[src/rtl/ms_alarm_sched_pkg.sv]
// Shared definitions for the millisecond timekeeper and alarm scheduler.
package ms_alarm_sched_pkg;

  localparam int unsigned WORD_BITS = 16;

  typedef enum logic [1:0] {
    TmrOpRead   = 2'b00,
    TmrOpReset  = 2'b01,
    TmrOpArm    = 2'b10,
    TmrOpCancel = 2'b11
  } tmr_op_e;

  typedef enum logic {
    StIdle,
    StSweep
  } sweep_state_e;

endpackage

[src/rtl/ms_tick_gen.sv]
// Millisecond prescaler: counts 1..CLKS_PER_MS and pulses tick on the last count.
module ms_tick_gen #(
  parameter int unsigned CLKS_PER_MS = 100000
) (
  input  logic clk,
  input  logic reset,
  input  logic restart,
  output logic tick
);

  localparam int unsigned CntBits = $clog2(CLKS_PER_MS + 1);

  logic [CntBits-1:0] count_q, count_d;

  assign tick = (count_q == CntBits'(CLKS_PER_MS));

  always_comb begin
    count_d = count_q + CntBits'(1);
    if (restart || tick) begin
      count_d = CntBits'(1);
    end
  end

  always_ff @(posedge clk) begin
    if (reset) begin
      count_q <= CntBits'(1);
    end else begin
      count_q <= count_d;
    end
  end

endmodule

[src/rtl/ms_alarm_sched.sv]
// Millisecond time base plus one-shot alarm channels sharing a single decrementer
// that a sweep FSM walks across all channels once per tick.
module ms_alarm_sched
  import ms_alarm_sched_pkg::*;
#(
  parameter int unsigned CLKS_PER_MS = 100000,
  parameter int unsigned NUM_CHAN    = 4,
  parameter int unsigned CHAN_BITS   = 2
) (
  input  logic                 clk,
  input  logic                 reset,
  input  logic                 cmd_valid,
  output logic                 cmd_ready,
  input  logic [1:0]           cmd_op,
  input  logic [CHAN_BITS-1:0] cmd_chan,
  input  logic [WORD_BITS-1:0] cmd_data,
  output logic                 resp_valid,
  output logic [WORD_BITS-1:0] resp_data,
  output logic [WORD_BITS-1:0] ms_time,
  output logic [NUM_CHAN-1:0]  alarm_pending,
  input  logic [NUM_CHAN-1:0]  alarm_clear,
  output logic                 busy
);

  tmr_op_e              op;
  logic                 tick;
  logic                 accept;
  logic                 restart;

  sweep_state_e         state_q, state_d;
  logic [CHAN_BITS-1:0] idx_q, idx_d;
  logic [WORD_BITS-1:0] ms_time_q, ms_time_d;
  logic [WORD_BITS-1:0] remaining_q [NUM_CHAN];
  logic [WORD_BITS-1:0] remaining_d [NUM_CHAN];
  logic [NUM_CHAN-1:0]  active_q, active_d;
  logic [NUM_CHAN-1:0]  pending_q, pending_d;
  logic                 resp_valid_q;
  logic [WORD_BITS-1:0] resp_data_q;

  assign op        = tmr_op_e'(cmd_op);
  // Commands are only taken in IDLE outside a tick, so they never collide with a sweep slot.
  assign cmd_ready = !reset && (state_q == StIdle) && !tick;
  assign accept    = cmd_valid && cmd_ready;
  assign restart   = accept && (op == TmrOpReset);

  ms_tick_gen #(
    .CLKS_PER_MS(CLKS_PER_MS)
  ) u_tick_gen (
    .clk    (clk),
    .reset  (reset),
    .restart(restart),
    .tick   (tick)
  );

  always_comb begin
    state_d     = state_q;
    idx_d       = idx_q;
    remaining_d = remaining_q;
    active_d    = active_q;
    // Clear first so a same-cycle expiry or ARM d==0 overrides it.
    pending_d   = pending_q & ~alarm_clear;
    ms_time_d   = ms_time_q;

    if (restart) begin
      ms_time_d = '0;
    end else if (tick) begin
      ms_time_d = ms_time_q + WORD_BITS'(1);
    end

    unique case (state_q)
      StIdle: begin
        if (tick) begin
          state_d = StSweep;
          idx_d   = '0;
        end
      end
      StSweep: begin
        if (active_q[idx_q]) begin
          remaining_d[idx_q] = remaining_q[idx_q] - WORD_BITS'(1);
          if (remaining_q[idx_q] == WORD_BITS'(1)) begin
            active_d[idx_q]  = 1'b0;
            pending_d[idx_q] = 1'b1;
          end
        end
        if (idx_q == CHAN_BITS'(NUM_CHAN - 1)) begin
          state_d = StIdle;
        end else begin
          idx_d = idx_q + CHAN_BITS'(1);
        end
      end
      default: state_d = StIdle;
    endcase

    if (accept) begin
      unique case (op)
        TmrOpArm: begin
          if (cmd_data == '0) begin
            active_d[cmd_chan]  = 1'b0;
            pending_d[cmd_chan] = 1'b1;
          end else begin
            remaining_d[cmd_chan] = cmd_data;
            active_d[cmd_chan]    = 1'b1;
            pending_d[cmd_chan]   = 1'b0;
          end
        end
        TmrOpCancel: begin
          active_d[cmd_chan]  = 1'b0;
          pending_d[cmd_chan] = 1'b0;
        end
        default: ;
      endcase
    end
  end

  always_ff @(posedge clk) begin
    if (reset) begin
      state_q      <= StIdle;
      idx_q        <= '0;
      ms_time_q    <= '0;
      remaining_q  <= '{default: '0};
      active_q     <= '0;
      pending_q    <= '0;
      resp_valid_q <= 1'b0;
      resp_data_q  <= '0;
    end else begin
      state_q      <= state_d;
      idx_q        <= idx_d;
      ms_time_q    <= ms_time_d;
      remaining_q  <= remaining_d;
      active_q     <= active_d;
      pending_q    <= pending_d;
      resp_valid_q <= accept;
      resp_data_q  <= (accept && (op == TmrOpRead)) ? ms_time_q : '0;
    end
  end

  assign resp_valid    = resp_valid_q;
  assign resp_data     = resp_data_q;
  assign ms_time       = ms_time_q;
  assign alarm_pending = pending_q;
  assign busy          = (state_q == StSweep);

endmodule

[config.mk]
export PLATFORM = sky130hd
export DESIGN_NAME = ms_alarm_sched
export DESIGN_NICKNAME = d
export VERILOG_FILES = /design/src/rtl/ms_alarm_sched_pkg.sv /design/src/rtl/ms_tick_gen.sv /design/src/rtl/ms_alarm_sched.sv
export SDC_FILE = /design/constraint.sdc
export NUM_CORES = 1
export LEC_CHECK = 0
export BUFFER_PORTS_ARGS = -buffer_cell sky130_fd_sc_hd__buf_2
export CORE_AREA = 4 4 113 115
export DETAILED_ROUTE_END_ITERATION = 6
export DIE_AREA = 0 0 117 119
export GPL_ROUTABILITY_DRIVEN = 0
export PLACE_DENSITY = 0.82
export SLEW_MARGIN = 20
export SYNTH_ARGS = -nofsm -noshare
export SYNTH_HDL_FRONTEND = slang
export SYNTH_SLANG_ARGS = --single-unit
[constraint.sdc]
create_clock -name clk -period 2.6 [get_ports clk]
set_input_delay 0.26 -clock clk [delete_from_list [all_inputs] [get_ports clk]]
set_output_delay 0.26 -clock clk [all_outputs]
set_load 0.1 [all_outputs]
==> run summary, run 1 <==
Status - finished, violations left
Failing checks - design-rule violations, negative setup slack
Post-synth EDFFs - 0
Max-Cap Viols - 0
Remaining DRCs - 3
CP startpoint kind - flip-flop
DP Wirelength - 12,800 µm
Crit path max fanout - 5
Hold WS - 84.4 ps
Hold Fails Final Rpt - 0
Async S/R FF share, synth - 0
Worst r2r src - idx_q[0]$_SDFFE_PP0P_
Total track usage - 0.292
DIE HEIGHT - 119 µm
Cells after DPL - 940
Top Family by Delay on Critical Path - simple AND/OR/NAND/NOR gates
Clock sinks - 125
CP max stage cell - or4b_4
WL per Instance - 22.6 µm
Final worst path period need - 2870 ps
Worst slew pin tran - 976 ps
Worst IR Drop VDD - 0.370 mV
Worst Setup End Kind - flip-flop
Most frequent cells in the layout - 124 x dfxtp_1, 78 x nor2_1, 74 x nand2_1
Row cnt - 40
Initial Util - 0.520
Synthesized cell area - 6140 µm²
Critical path depth in cells - 7
Commonest non-fill, non-tap cell in the layout - dfxtp_1
Fmax - 0.348 GHz
Net Count, Synth - 742
Leak - 3.11 nW
Worst setup endpoint - remaining_q[15]$_SDFF_PP0_
Post-synthesis sequential area ratio - 0.407
Core area - 11,800 µm²
Final Cycle Share - 1.11
Antenna viol nets, final - 0
Final Non-Filler Cells - 982
Number of buffers created by CTS - 17
Worst EP arrival - 3220 ps
RR Endpoint - remaining_q[15]$_SDFF_PP0_
Count of different cell masters after synthesis - 59
Fin util - 0.677
Die Footprint - 13,900 µm²
Vias/cell - 6.83
CTS tree - done
Syn_area_per_cell - 8.70 µm²
PortBufs - 65
Ant diodes - 0
I/O pin count - 66
Pwr Density - 577 nW/µm²
Reg2Reg Setup Slack - -270 ps
Final setup vio count - 50
Die X - 117 µm
Post-synth top flop - dfxtp_1
Clk_lat worst skew - 430 ps
Ratio of cells with drive above 1 in the final layout - 0.299
Hold Crit Class - in2reg
Final #Nets - 858
1st-iter DRT viols - 1,299
Worst setup path startpoint - idx_q[0]$_SDFFE_PP0P_
Global route overflow - 0
Initial antenna violation count - 0
Crit path cell chain - buf_12 -> mux4_2 -> or4_4 -> or4b_4 -> nor2_4 -> xnor2_4 -> a211oi_2
P&R area growth vs syn - 30.2%
WP data required - 2950 ps
First-pass GRT wire length - 31,800 µm
Pre-antenna DRT Iters - 7
Largest net degree at the start of global routing - 47
Rel. slew slack - 0.349
Number of synthesized register bits - 125
Max clock buf depth - 2
Vias in the first global route - 6,354
Max Slew Vio Count - 0
Gate Count Post-Synth - 706
Drt total wl - 22,200 µm
Vias after detailed routing - 6,706
Setup CP Type - reg2reg
Synth warn - 0
Setup ws final - -274 ps
Clock skew - 6.50 ps
RSZ-0062 raised after global routing - yes
Critical path's largest stage delay - 630 ps
Worst reg-to-reg path cell count - 7
Hold_buf cts - 0
Worst-path clk slew - 60 ps
H-tree depth - 4
Clock Root Buffer - clkbuf_16
CP bufs+invs - 1
[kinds of logic after synthesis]
family / count (synthesis) / share of synthesized area
multiplexers: 20 / 0.0672
XOR/XNOR: 36 / 0.0513
AND/OR/NAND/NOR: 305 / 0.252
buffers and inverters: 57 / 0.0371
AO/OA/AOI/OAI: 154 / 0.167
adder cells (fa/ha/maj): 9 / 0.0183
flip-flops: 125 / 0.407
[worst register-to-register path, cell delays in order, from the launching register on]
cell,delay (ps)
dfxtp_4,380
buf_12,120
mux4_2,580
or4_4,530
or4b_4,630
nor2_4,190
xnor2_4,120
a211oi_2,240
[stage by stage]
stage          total power, mW  TNS (ps)  worst slack, ps  cell area (µm²)
6_report                  4.62     -6630             -274             8000
5_1_grt                   4.71     -9980             -298             8000
4_1_cts                   4.55     -2320             -159             7820
3_5_place_dp              2.27     -5420             -247             7060
3_3_place_gp              2.26     -2960             -239             7060
2_1_floorplan             2.15      -587             -122             6180
[Yosys cell counts (all sizes together) (3+ instances only)]
library cell	instances	share of area
dfxtp	125	0.41
nor2	83	0.051
nand2	75	0.046
o21ai	41	0.033
clkbuf	34	0.021
a21oi	32	0.026
nand3	27	0.022
nor3	23	0.022
xnor2	21	0.030
o31ai	19	0.023
and2	18	0.018
mux4	17	0.062
inv	16	0.0098
and3	15	0.015
xor2	15	0.021
a211oi	12	0.015
nor4	12	0.013
nand4	11	0.011
nor2b	11	0.011
o211ai	10	0.012
ha	9	0.018
or3	8	0.0081
buf	7	0.0065
a22o	5	0.0071
o41ai	5	0.0084
a211o	4	0.0057
a31oi	4	0.0041
o311a	4	0.0065
a21o	3	0.0037
a31o	3	0.0043
mux2i	3	0.0049
nand2b	3	0.0031
nor3b	3	0.0037
o21a	3	0.0037
or2	3	0.0031
or4	3	0.0049
or4b	3	0.0055
or4bb	3	0.0055
[flip-flops by register name, summed over array words and instances, names as in the netlist]
name                flops
busy                    1
remaining_q            64
active_q                4
ms_time                16
alarm_pending           4
resp_valid              1
idx_q                   2
resp_data              16
u_tick_gen.count_q     17
[routing by layer]
layer,global-route usage,vias up,part of all wire
li1,-,2773,-
met1,0.342,3040,0.34
met2,0.456,664,0.45
met3,0.0955,229,0.13
met4,0.181,0,0.086
met5,0,-,0
[power by group]
part,total [mW],internal [mW],switching [mW]
clock network,2.32,1.35,0.965
logic,0.357,0.131,0.226
registers,1.94,1.93,0.0104
[area by class of cell]
type                            count  area [µm²]
Clock buffer                       18         439
Clock inverter                     14         133
Fill cell                         767        3820
Inverter                           16        60.1
Multi-Input combinational cell    524        3730
Sequential cell                   125        2510
Tap cell                          147         184
Timing Repair Buffer              138         942
[worst min-delay path by stage]
stage / slack (ps) / depth (start not counted) / end / startpoint
floorplan: 370 / 2 / remaining_q[10]$_SDFF_PP0_ / cmd_data[10]
global placement: 450 / 2 / active_q[1]$_SDFF_PP0_ / active_q[1]$_SDFF_PP0_
detailed placement: 450 / 2 / active_q[1]$_SDFF_PP0_ / active_q[1]$_SDFF_PP0_
CTS: 80 / 3 / remaining_q[37]$_SDFF_PP0_ / cmd_data[5]
global route: 90 / 3 / remaining_q[37]$_SDFF_PP0_ / cmd_data[5]
finish: 80 / 3 / remaining_q[5]$_SDFF_PP0_ / cmd_data[5]
[what timing repair did]
item / 4_1_cts / 5_1_grt
cloned: 0 / 1
gates resized for setup: 25 / 28
hold endpoints to repair: 0 / 0
setup buffers: 7 / 4
setup endpoints to repair: 54 / 59
pin swaps: 13 / 14
(Power assumes the default switching activity.)
==> inputs of run 2 (changes only) <==
Settings changed: CAP_MARGIN from default to 20, CELL_PAD_IN_SITES_DETAIL_PLACEMENT from default to 0, CELL_PAD_IN_SITES_GLOBAL_PLACEMENT from default to 2, CORE_AREA 4 4 113 115 to 4 4 144 146, DIE_AREA 0 0 117 119 to 0 0 148 150, PLACE_DENSITY 0.82 to 0.81, RECOVER_POWER from default to 100.
==> run 2 against run 1 <==
The run ends with negative setup slack left. Combinational power decreased by 13%. Power increased by 0.51%. Global-route usage decreased by 11 points. Clock-buffer cell count decreased by 1. Non-clock buffer count increased by 4. Setup slack improved by 66 ps. Largest cell class unchanged. Largest power group unchanged.
==> run summary, run 2 (synthesis results as in run 1) <==
Final worst path period need - 2810 ps (-66.3 ps)
Top Registers - remaining_q x64, u_tick_gen.count_q x17
Total track usage - 0.182 (-0.110)
Clk_lat worst skew - 430 ps (about the same)
Setup CP Type - reg2reg
Crit path cell chain - buf_12 -> buf_4 -> mux4_2 -> or4_4 -> or4b_4 -> nor2_4 -> xnor2_4 -> a21oi_1
Most frequent cells in the layout - 124 x dfxtp_1, 82 x nor2_1, 74 x nand2_1
Max clock buf depth - 2 (unchanged)
Register area - 2510 µm² (unchanged)
Hold Fails Final Rpt - 0 (unchanged)
Core area - 19,400 µm² (+64%)
Pwr Density - 584 nW/µm² (+1.2%)
Hold_buf cts - 0 (unchanged)
Max-Cap Viols - 0 (unchanged)
Worst slew pin tran - 1190 ps (+215 ps)
DP Wirelength - 14,200 µm (+11%)
Status - finished, violations left
DIE HEIGHT - 150 µm (+26%)
Number of buffers created by CTS - 17 (unchanged)
Global route overflow - 0 (unchanged)
Hold Crit Class - in2reg
Design Area, Final - 7940 µm² (-0.69%)
Remaining DRCs - 0 (-3)
H-tree depth - 4 (unchanged)
Final setup vio count - 43 (-14%)
Area of the multi-input gates - 3550 µm² (-4.8%)
CP max stage cell - or4b_4
I/O pin count - 66 (unchanged)
Leak - 2.89 nW (-7.0%)
Critical path's largest stage delay - 630 ps (about the same)
Fin util - 0.409 (-0.268)
Cells after DPL - 1,068 (+14%)
Clock sinks - 125 (unchanged)
Crit path max fanout - 5 (unchanged)
Max reg flops - 64 (unchanged)
Row cnt - 51 (+28%)
Initial antenna violation count - 0 (unchanged)
Vias in the first global route - 5,774 (-9.1%)
Area post-placement - 7280 µm² (+3.0%)
Commonest non-fill, non-tap cell in the layout - dfxtp_1
CP startpoint kind - flip-flop
Die X - 148 µm (+26%)
1st-iter DRT viols - 403 (-69%)
Clock Root Buffer - clkbuf_16
Filler cells - 1,987 (+160%)
Max Slew Vio Count - 0 (unchanged)
PortBufs - 65 (unchanged)
Final Cycle Share - 1.08 (-0.0255)
Vias/cell - 5.35 (-22%)
Rel. slew slack - 0.210 (-0.140)
CTS tree - done
Fmax - 0.356 GHz (+2.4%)
Worst-path clk slew - 60 ps (about the same)
Final Non-Filler Cells - 1,104 (+12%)
Die Footprint - 22,200 µm² (+59%)
Final #Nets - 862 (+0.47%)
Ant diodes - 0 (unchanged)
Largest net degree at the start of global routing - 37 (-21%)
Ratio of cells with drive above 1 in the final layout - 0.228 (-0.0717)
Antenna viol nets, final - 0 (unchanged)
Vias after detailed routing - 5,907 (-12%)
WL per Instance - 18.2 µm (-20%)
Clock skew - 11.6 ps (+5.09 ps)
Setup_tns - -3540 ps (+3090 ps)
WP data required - 2870 ps (-80 ps)
Drt total wl - 20,100 µm (-9.8%)
Setup ws final - -208 ps (+66.3 ps)
Worst IR Drop VDD - 0.446 mV (+20%)
Initial Util - 0.317 (-0.203)
RSZ-0062 raised after global routing - yes
Worst EP arrival - 3080 ps (-140 ps)
P&R area growth vs syn - 29.3%
Largest Register - remaining_q
Pre-antenna DRT Iters - 5 (-2)
Worst Setup End Kind - flip-flop
First-pass GRT wire length - 31,600 µm (-0.63%)
Failing checks - negative setup slack
run 2: per-layer routing:
| layer | vias to the layer above | global-route usage | share of wire |
|---|---|---|---|
| met2 | 218 | 0.302 | 0.46 |
| met4 | 0 | 0.0725 | 0.033 |
| met1 | 2848 | 0.234 | 0.44 |
| met3 | 48 | 0.0379 | 0.062 |
| met5 | - | 0 | 0 |
| li1 | 2793 | - | - |
run 2: worst paths after layout:
| check | startpoint | endpoint | slack [ps] | cells after the start |
|---|---|---|---|---|
| worst max-delay path | idx_q[0]$_SDFFE_PP0P_ | remaining_q[47]$_SDFF_PP0_ | -210 | 8 |
| worst min-delay path | cmd_data[5] | remaining_q[37]$_SDFF_PP0_ | 100 | 3 |
| worst max register to register | idx_q[0]$_SDFFE_PP0P_ | remaining_q[47]$_SDFF_PP0_ | -210 | 8 |
| worst min register to register | active_q[1]$_SDFF_PP0_ | active_q[1]$_SDFF_PP0_ | 460 | 2 |
run 2: metrics by stage:
stage | setup slack [ps] | hold WS (ps) | total power [mW]
6_report | -208 | 97.4 | 4.64
5_1_grt | -271 | 94.3 | 4.79
4_1_cts | -182 | 71.6 | 4.67
3_5_place_dp | -220 | 453 | 2.28
3_3_place_gp | -171 | 445 | 2.27
2_1_floorplan | -122 | 368 | 2.15
run 2: critical path: cells and delay by family, from the launching register on:
| family | cells | cell delay (ps) |
|---|---|---|
| mux | 1 | 520 |
| buf+inv | 2 | 240 |
| compound gates | 1 | 100 |
| simple gates | 3 | 1240 |
| xor+xnor | 1 | 160 |
| flops | 1 | 380 |
run 2: repair_timing:
item | 4_1_cts | 5_1_grt
pin swaps | 3 | 7
gates cloned | 0 | 1
setup buffers | 1 | 3
setup endpoints to repair | 51 | 56
endpoints found under the hold margin | 0 | 0
gates resized for setup | 9 | 11
run 2: layout make-up:
cell class,instances,area share
Clock buffer,17,0.0536
Clock inverter,15,0.0203
Inverter,16,0.00756
Multi-Input combinational cell,524,0.447
Sequential cell,125,0.316
Tap cell,265,0.0418
Timing Repair Buffer,142,0.114
run 2: power by group:
| group | switching [mW] | leakage [nW] | total (mW) | internal, mW |
|---|---|---|---|---|
| sequential | 0.00972 | 1.01 | 1.94 | 1.93 |
| combinational | 0.198 | 1.59 | 0.310 | 0.112 |
| clock | 0.965 | 0.288 | 2.39 | 1.42 |
| total | 1.17 | 2.89 | 4.64 | 3.47 |
